## src/rtl/bcd_counter_pkg.sv

```systemverilog
// bcd_counter_pkg
// Shared constants for the BCD up/down counter: digit width, the
// active-low seven-segment codes (gfedcba, bit 6 = g) and a decoder helper.
package bcd_counter_pkg;

    localparam int unsigned BCD_W = 4;

    localparam logic [6:0] SEG_0     = 7'b1000000;
    localparam logic [6:0] SEG_1     = 7'b1111001;
    localparam logic [6:0] SEG_2     = 7'b0100100;
    localparam logic [6:0] SEG_3     = 7'b0110000;
    localparam logic [6:0] SEG_4     = 7'b0011001;
    localparam logic [6:0] SEG_5     = 7'b0010010;
    localparam logic [6:0] SEG_6     = 7'b0000010;
    localparam logic [6:0] SEG_7     = 7'b1111000;
    localparam logic [6:0] SEG_8     = 7'b0000000;
    localparam logic [6:0] SEG_9     = 7'b0010000;
    localparam logic [6:0] SEG_BLANK = 7'b1111111;

    function automatic logic [6:0] seg_decode(input logic [BCD_W-1:0] value);
        case (value)
            4'd0:    seg_decode = SEG_0;
            4'd1:    seg_decode = SEG_1;
            4'd2:    seg_decode = SEG_2;
            4'd3:    seg_decode = SEG_3;
            4'd4:    seg_decode = SEG_4;
            4'd5:    seg_decode = SEG_5;
            4'd6:    seg_decode = SEG_6;
            4'd7:    seg_decode = SEG_7;
            4'd8:    seg_decode = SEG_8;
            4'd9:    seg_decode = SEG_9;
            default: seg_decode = SEG_BLANK;
        endcase
    endfunction

endpackage

```

## src/rtl/bcd_counter_top_btn_debounce.sv

```systemverilog
// btn_debounce
// Synchronises a raw button, qualifies it over DEBOUNCE_CYCLES identical
// samples and produces a one-cycle pulse on each rising edge of the clean level.
// Ports:
//   clk, rst : clock, asynchronous active-high reset
//   btn      : raw asynchronous button input
//   level    : debounced level
//   rise     : single-cycle pulse, high in the cycle after level rises
module btn_debounce #(
    parameter int unsigned DEBOUNCE_CYCLES = 250000
) (
    input  logic clk,
    input  logic rst,
    input  logic btn,
    output logic level,
    output logic rise
);
    import bcd_counter_pkg::*;

    localparam int unsigned CW = (DEBOUNCE_CYCLES > 1) ? $clog2(DEBOUNCE_CYCLES) : 1;
    localparam logic [CW-1:0] CNT_LAST = CW'(DEBOUNCE_CYCLES - 1);

    logic [1:0]    sync;
    logic [CW-1:0] cnt;
    logic          level_d;

    always_ff @(posedge clk or posedge rst) begin
        if (rst) begin
            sync    <= '0;
            cnt     <= '0;
            level   <= 1'b0;
            level_d <= 1'b0;
        end else begin
            sync    <= {sync[0], btn};
            level_d <= level;
            // Counter runs only while the sample disagrees with the clean
            // level; the DEBOUNCE_CYCLES-th disagreeing sample flips it.
            if (sync[1] == level) begin
                cnt <= '0;
            end else if (cnt == CNT_LAST) begin
                level <= sync[1];
                cnt   <= '0;
            end else begin
                cnt <= cnt + 1'b1;
            end
        end
    end

    assign rise = level & ~level_d;

endmodule

```

## src/rtl/bcd_counter_top.sv

```systemverilog
// bcd_counter_top
// Debounced two-button BCD up/down counter with a multiplexed
// seven-segment display driver.
// Ports:
//   clk, rst   : clock, asynchronous active-high reset
//   Btn1, Btn2 : raw count-up / count-down buttons
//   Led1       : registered debounced Btn1 level
//   Count      : packed BCD count, digit 0 in [3:0]
//   Leds7Seg   : active-low segments (gfedcba) of the scanned digit
//   Enable7Seg : active-low one-hot digit enable
module bcd_counter_top #(
    parameter int unsigned DIGITS          = 4,
    parameter int unsigned DEBOUNCE_CYCLES = 250000,
    parameter int unsigned REFRESH_CYCLES  = 50000,
    parameter int unsigned LZ_BLANK        = 0
) (
    input  logic                  clk,
    input  logic                  rst,
    input  logic                  Btn1,
    input  logic                  Btn2,
    output logic                  Led1,
    output logic [4*DIGITS-1:0]   Count,
    output logic [6:0]            Leds7Seg,
    output logic [DIGITS-1:0]     Enable7Seg
);
    import bcd_counter_pkg::*;

    localparam int unsigned RW = (REFRESH_CYCLES > 1) ? $clog2(REFRESH_CYCLES) : 1;
    localparam int unsigned IW = (DIGITS > 1) ? $clog2(DIGITS) : 1;
    localparam logic [RW-1:0] REF_LAST = RW'(REFRESH_CYCLES - 1);
    localparam logic [IW-1:0] IDX_LAST = IW'(DIGITS - 1);

    logic up_level, up_pulse, down_level, down_pulse;

    btn_debounce #(.DEBOUNCE_CYCLES(DEBOUNCE_CYCLES)) u_db_up (
        .clk   (clk),
        .rst   (rst),
        .btn   (Btn1),
        .level (up_level),
        .rise  (up_pulse)
    );

    btn_debounce #(.DEBOUNCE_CYCLES(DEBOUNCE_CYCLES)) u_db_down (
        .clk   (clk),
        .rst   (rst),
        .btn   (Btn2),
        .level (down_level),
        .rise  (down_pulse)
    );

    // Decimal increment/decrement with carry/borrow rippling across digits.
    logic [BCD_W*DIGITS-1:0] count_inc, count_dec;
    logic                    carry, borrow;
    logic [BCD_W-1:0]        dig;

    always_comb begin
        count_inc = Count;
        count_dec = Count;
        carry     = 1'b1;
        borrow    = 1'b1;
        dig       = '0;
        for (int unsigned i = 0; i < DIGITS; i++) begin
            dig = Count[i*BCD_W +: BCD_W];
            if (carry) begin
                if (dig >= 4'd9) begin
                    count_inc[i*BCD_W +: BCD_W] = 4'd0;
                end else begin
                    count_inc[i*BCD_W +: BCD_W] = dig + 4'd1;
                    carry = 1'b0;
                end
            end
            if (borrow) begin
                if (dig == 4'd0) begin
                    count_dec[i*BCD_W +: BCD_W] = 4'd9;
                end else begin
                    count_dec[i*BCD_W +: BCD_W] = dig - 4'd1;
                    borrow = 1'b0;
                end
            end
        end
    end

    always_ff @(posedge clk or posedge rst) begin
        if (rst) begin
            Count <= '0;
            Led1  <= 1'b0;
        end else begin
            Led1 <= up_level;
            if (up_pulse && down_pulse) begin
                Count <= '0;
            end else if (up_pulse) begin
                Count <= count_inc;
            end else if (down_pulse) begin
                Count <= count_dec;
            end
        end
    end

    // Display scan
    logic [RW-1:0] ref_cnt;
    logic [IW-1:0] digit_idx;

    always_ff @(posedge clk or posedge rst) begin
        if (rst) begin
            ref_cnt   <= '0;
            digit_idx <= '0;
        end else if (ref_cnt == REF_LAST) begin
            ref_cnt   <= '0;
            digit_idx <= (digit_idx == IDX_LAST) ? '0 : digit_idx + 1'b1;
        end else begin
            ref_cnt <= ref_cnt + 1'b1;
        end
    end

    logic [BCD_W-1:0] cur_digit;
    logic             upper_zero;
    int unsigned      idx;

    always_comb begin
        idx        = 32'(digit_idx);
        cur_digit  = Count[idx*BCD_W +: BCD_W];
        Enable7Seg = '1;
        Enable7Seg[digit_idx] = 1'b0;
        // Blank when this digit and every digit above it are zero.
        upper_zero = 1'b1;
        for (int unsigned i = 0; i < DIGITS; i++) begin
            if (i >= idx && Count[i*BCD_W +: BCD_W] != 4'd0) begin
                upper_zero = 1'b0;
            end
        end
        if (LZ_BLANK != 0 && idx != 0 && upper_zero) begin
            Leds7Seg = SEG_BLANK;
        end else begin
            Leds7Seg = seg_decode(cur_digit);
        end
    end

endmodule

```

## config.mk

```make
export PLATFORM = sky130hd
export DESIGN_NAME = bcd_counter_top
export DESIGN_NICKNAME = d
export VERILOG_FILES = /design/src/rtl/bcd_counter_pkg.sv /design/src/rtl/bcd_counter_top_btn_debounce.sv /design/src/rtl/bcd_counter_top.sv
export SDC_FILE = /design/constraint.sdc
export NUM_CORES = 1
export LEC_CHECK = 0
export ABC_AREA = 1
export CELL_PAD_IN_SITES_DETAIL_PLACEMENT = 0
export CELL_PAD_IN_SITES_GLOBAL_PLACEMENT = 2
export CORE_MARGIN = 2
export CORE_UTILIZATION = 38
export DETAILED_ROUTE_END_ITERATION = 6
export PLACE_DENSITY = 0.93
export SLEW_MARGIN = 30
export SYNTH_ARGS = -nofsm -noshare
export SYNTH_HDL_FRONTEND = slang
export SYNTH_SLANG_ARGS = --single-unit
```

## constraint.sdc

```tcl
create_clock -name clk -period 6.45 [get_ports clk]
set_input_delay 0.9675 -clock clk [delete_from_list [all_inputs] [get_ports clk]]
set_output_delay 0.9675 -clock clk [all_outputs]
set_load 0.01 [all_outputs]
```

==> out/qor.yml <==
sta:
  finalClockSkew_ps: 5.55
  setup_violations: 0
  fin_hold_ws_ps: 348
  slew_headroom_pct: 51.4
  hold_violations: 0
  min_period_ps: 3740
  period_share_pct: 58.0
  tightest_slew_ps: 729
  rsz0062_at_grt: "no"
  fin_tns_setup_ps: 0
  max_freq_mhz: 267
  slew_viol_final: 0
setup_path:
  r2r.worst_path.cells: 8
  worstPathArrival_ps: 2770
  r2r_end: "Count[8]"
  reg2reg_slack_ps: 4630
  cpPeakStageDelay_ps: 640
  path_buf_inv: 3
  end_kind: "output port"
  crit_top_cell: "nand2_1"
  cp_slowest_cell: "dfrtp_1"
  cp_top_family: "buffers and inverters"
  start_kind: "register"
  worstPathCellList: "inv_1 -> a21oi_1 -> o21ai_1 -> nand2_1 -> inv_1 -> ha_1 -> nand2_1 -> nand3_1 -> nand2_1 -> clkdlybuf4s50_1"
  worstReg2RegStart: "Count[0]"
  path_max_fanout: 18
  required_ps: 5480
  critPathKind: "register to output port"
logic_synthesis:
  ys_seq_elements: 78
  netlist_instances: 700
  syn_nets: 729
  async_flop_share_pct: 100
  synth_top_area_share_pct: 38.2
  ys_seq_area_share_pct: 38.2
  avgSynthCellArea_um2: 7.29
  ys_top_cells_by_count: "nand2_1, nor2_1, inv_1"
  synth_top_area_cell: "dfrtp_1"
  synth_flop_cell: "dfrtp_1"
  synthTopCellsByArea: "dfrtp_1, nand2_1, nor2_1, inv_1, ha_1"
  synth.most_common_cell: "nand2_1"
  syn_area_mm2: 0.00510
  yosysWarnings: 0
  synthDistinctLibCells: 37
  synth_edf_count: 0
cts:
  clockBufferDepth: 2
  cts_tree: "done"
  cts-root-buf: "clkbuf_16"
  cts_buffers: 9
  clk_pin_slew_ps: 60
  clock_latency_ps: 340
  cts_max_level: 3
  cts_hold_buf: 0
  post_cts_buffers: 0
  cts_resized: 0
  clkSinkCount: 78
drt:
  ant_nets: 0
  drc: 0
  vias: 4393
  drt_iter0_markers: 272
  drtPass1Iterations: 4
  wire_per_inst_um: 12.3
  vias_per_cell: 4.79
  finalWirelength_um: 11300
finish:
  area_growth_pct: 15.8
  multiInputGateArea_mm2: 0.00272
  drive_gt1_share_pct: 9.30
  final-seq-area_mm2: 0.00195
  fillerInstances: 1324
  antennaDiodeCount: 0
  nets: 766
pwr:
  power_density_mw_per_mm2: 177
  max-vdd-ir-drop_mv: 0.104
  p_leak_nw: 2.74
grt:
  antenna_found_initial: 0
  grt_max_degree: 79
  overflow: 0
  grt_usage_pct: 17.0
  grt_pass1_wl_um: 19800
  grt_pass1_vias: 4269
die:
  num_rows: 42
  fp.dieW_um: 120
  die-area_mm2: 0.0144
  start_util_pct: 38.7
  coreArea_mm2: 0.0132
  io_pins: 32
  dieHeight_um: 120
min_path:
  hold_class: "register to register"
  holdCritStartpoint: "u_db_up.sync[0]"
  holdPathStages: 0
  min_to: "u_db_up.sync[1]"
placed_design:
  port_buffers: 31
  routabilityCongestion: 0.851
  hpwl_um: 8300
outcome:
  status: "complete, no violations"
run:
  max_cap_violations: 0
## cells in the final DEF, fill, tap and decap left out, types with 2 or more instances in the layout
| master | n |
|---|---|
| nand2_1 | 153 |
| o22ai_1 | 3 |
| xor2_1 | 24 |
| nand3_1 | 51 |
| clkbuf_1 | 2 |
| nand3b_1 | 2 |
| clkbuf_8 | 2 |
| clkbuf_16 | 9 |
| nor2_2 | 7 |
| nor3_2 | 3 |
| ha_1 | 25 |
| inv_1 | 92 |
| o21bai_1 | 2 |
| o21ai_1 | 6 |
| nand3_2 | 6 |
| xnor2_1 | 4 |
| dfrtp_1 | 78 |
| o21ai_0 | 25 |
| clkdlybuf4s50_1 | 31 |
| nand2_2 | 13 |
| nor2_4 | 5 |
| o211ai_1 | 6 |
| nor3_1 | 25 |
| nand4_1 | 15 |
| nor2_1 | 101 |
| a21oi_1 | 23 |
| clkinv_2 | 2 |
| inv_2 | 13 |
## stage by stage
step                worst slack, ps  instances  utilization (%)  power (mW)  area, um2
global route                   2560        918             44.8        1.08       5910
floorplan                      3490        700                -       0.521       5100
finish                         2710        918             44.8        1.05       5910
detailed placement             3090        902             42.5       0.531       5610
global placement               3170        902             42.5       0.530       5610
CTS                            2710        918             44.8        1.06       5910
## layer usage
layer  vias up  wire, um  track usage (%)
li1       2294         -                -
met1      2004      5650             23.3
met2        79      5020             26.5
met3        16       400             2.38
met4         0       235             8.09
met5         -         0                0
## report_power, final
| part | total [mW] | switching (mW) | internal, mW |
|---|---|---|---|
| Combinational | 0.0236 | 0.0178 | 0.00583 |
| Sequential | 0.497 | 0.00315 | 0.494 |
| Clock | 0.526 | 0.205 | 0.321 |
| Total | 1.05 | 0.226 | 0.820 |
## state kept, by name, summed over array words and instances (netlist names), 2 cells and up
signal,flops
Count,16
digit_idx,2
ref_cnt,16
u_db_down.cnt,18
u_db_down.sync,2
u_db_up.cnt,18
u_db_up.sync,2
## worst reg2reg max path, delay by kind of cell, from the launching register on
| kind | cells | cell delay (ps) |
|---|---|---|
| buf+inv | 1 | 130 |
| simple gates | 5 | 770 |
| flops | 1 | 440 |
| compound gates | 1 | 60 |
| fa+ha+maj | 1 | 290 |
## how the worst max path moves through the flow
stage	from	endpoint	slack (ps)	cells past startpoint
after CTS	digit_idx[0]	Leds7Seg[3]	2710	10
final	digit_idx[0]	Leds7Seg[3]	2710	10
after floorplan	rst	Count[0]	3490	1
after detailed placement	digit_idx[0]	Leds7Seg[3]	3090	10
after global routing	digit_idx[0]	Leds7Seg[3]	2560	10
after global placement	digit_idx[0]	Leds7Seg[3]	3170	10
## layout make-up
| type | count | area share (%) |
|---|---|---|
| multi-input combinational | 510 | 45.9 |
| sequential | 78 | 33.0 |
| inverter | 106 | 6.75 |
| timing repair buffer | 32 | 5.44 |
| clock buffer | 13 | 4.40 |
| tap | 176 | 3.72 |
| clock inverter | 3 | 0.720 |
## cell families (layout without fill, tap and decap cells)
kind of cell / Yosys count / after routing / synth area share [%]
fa+ha+maj: 25 / 25 / 6.13
buf+inv: 112 / 154 / 8.55
flops: 78 / 78 / 38.2
compound gates: 69 / 69 / 7.62
simple gates: 388 / 388 / 34.7
xor+xnor: 28 / 28 / 4.80
(Power assumes the default switching activity.)
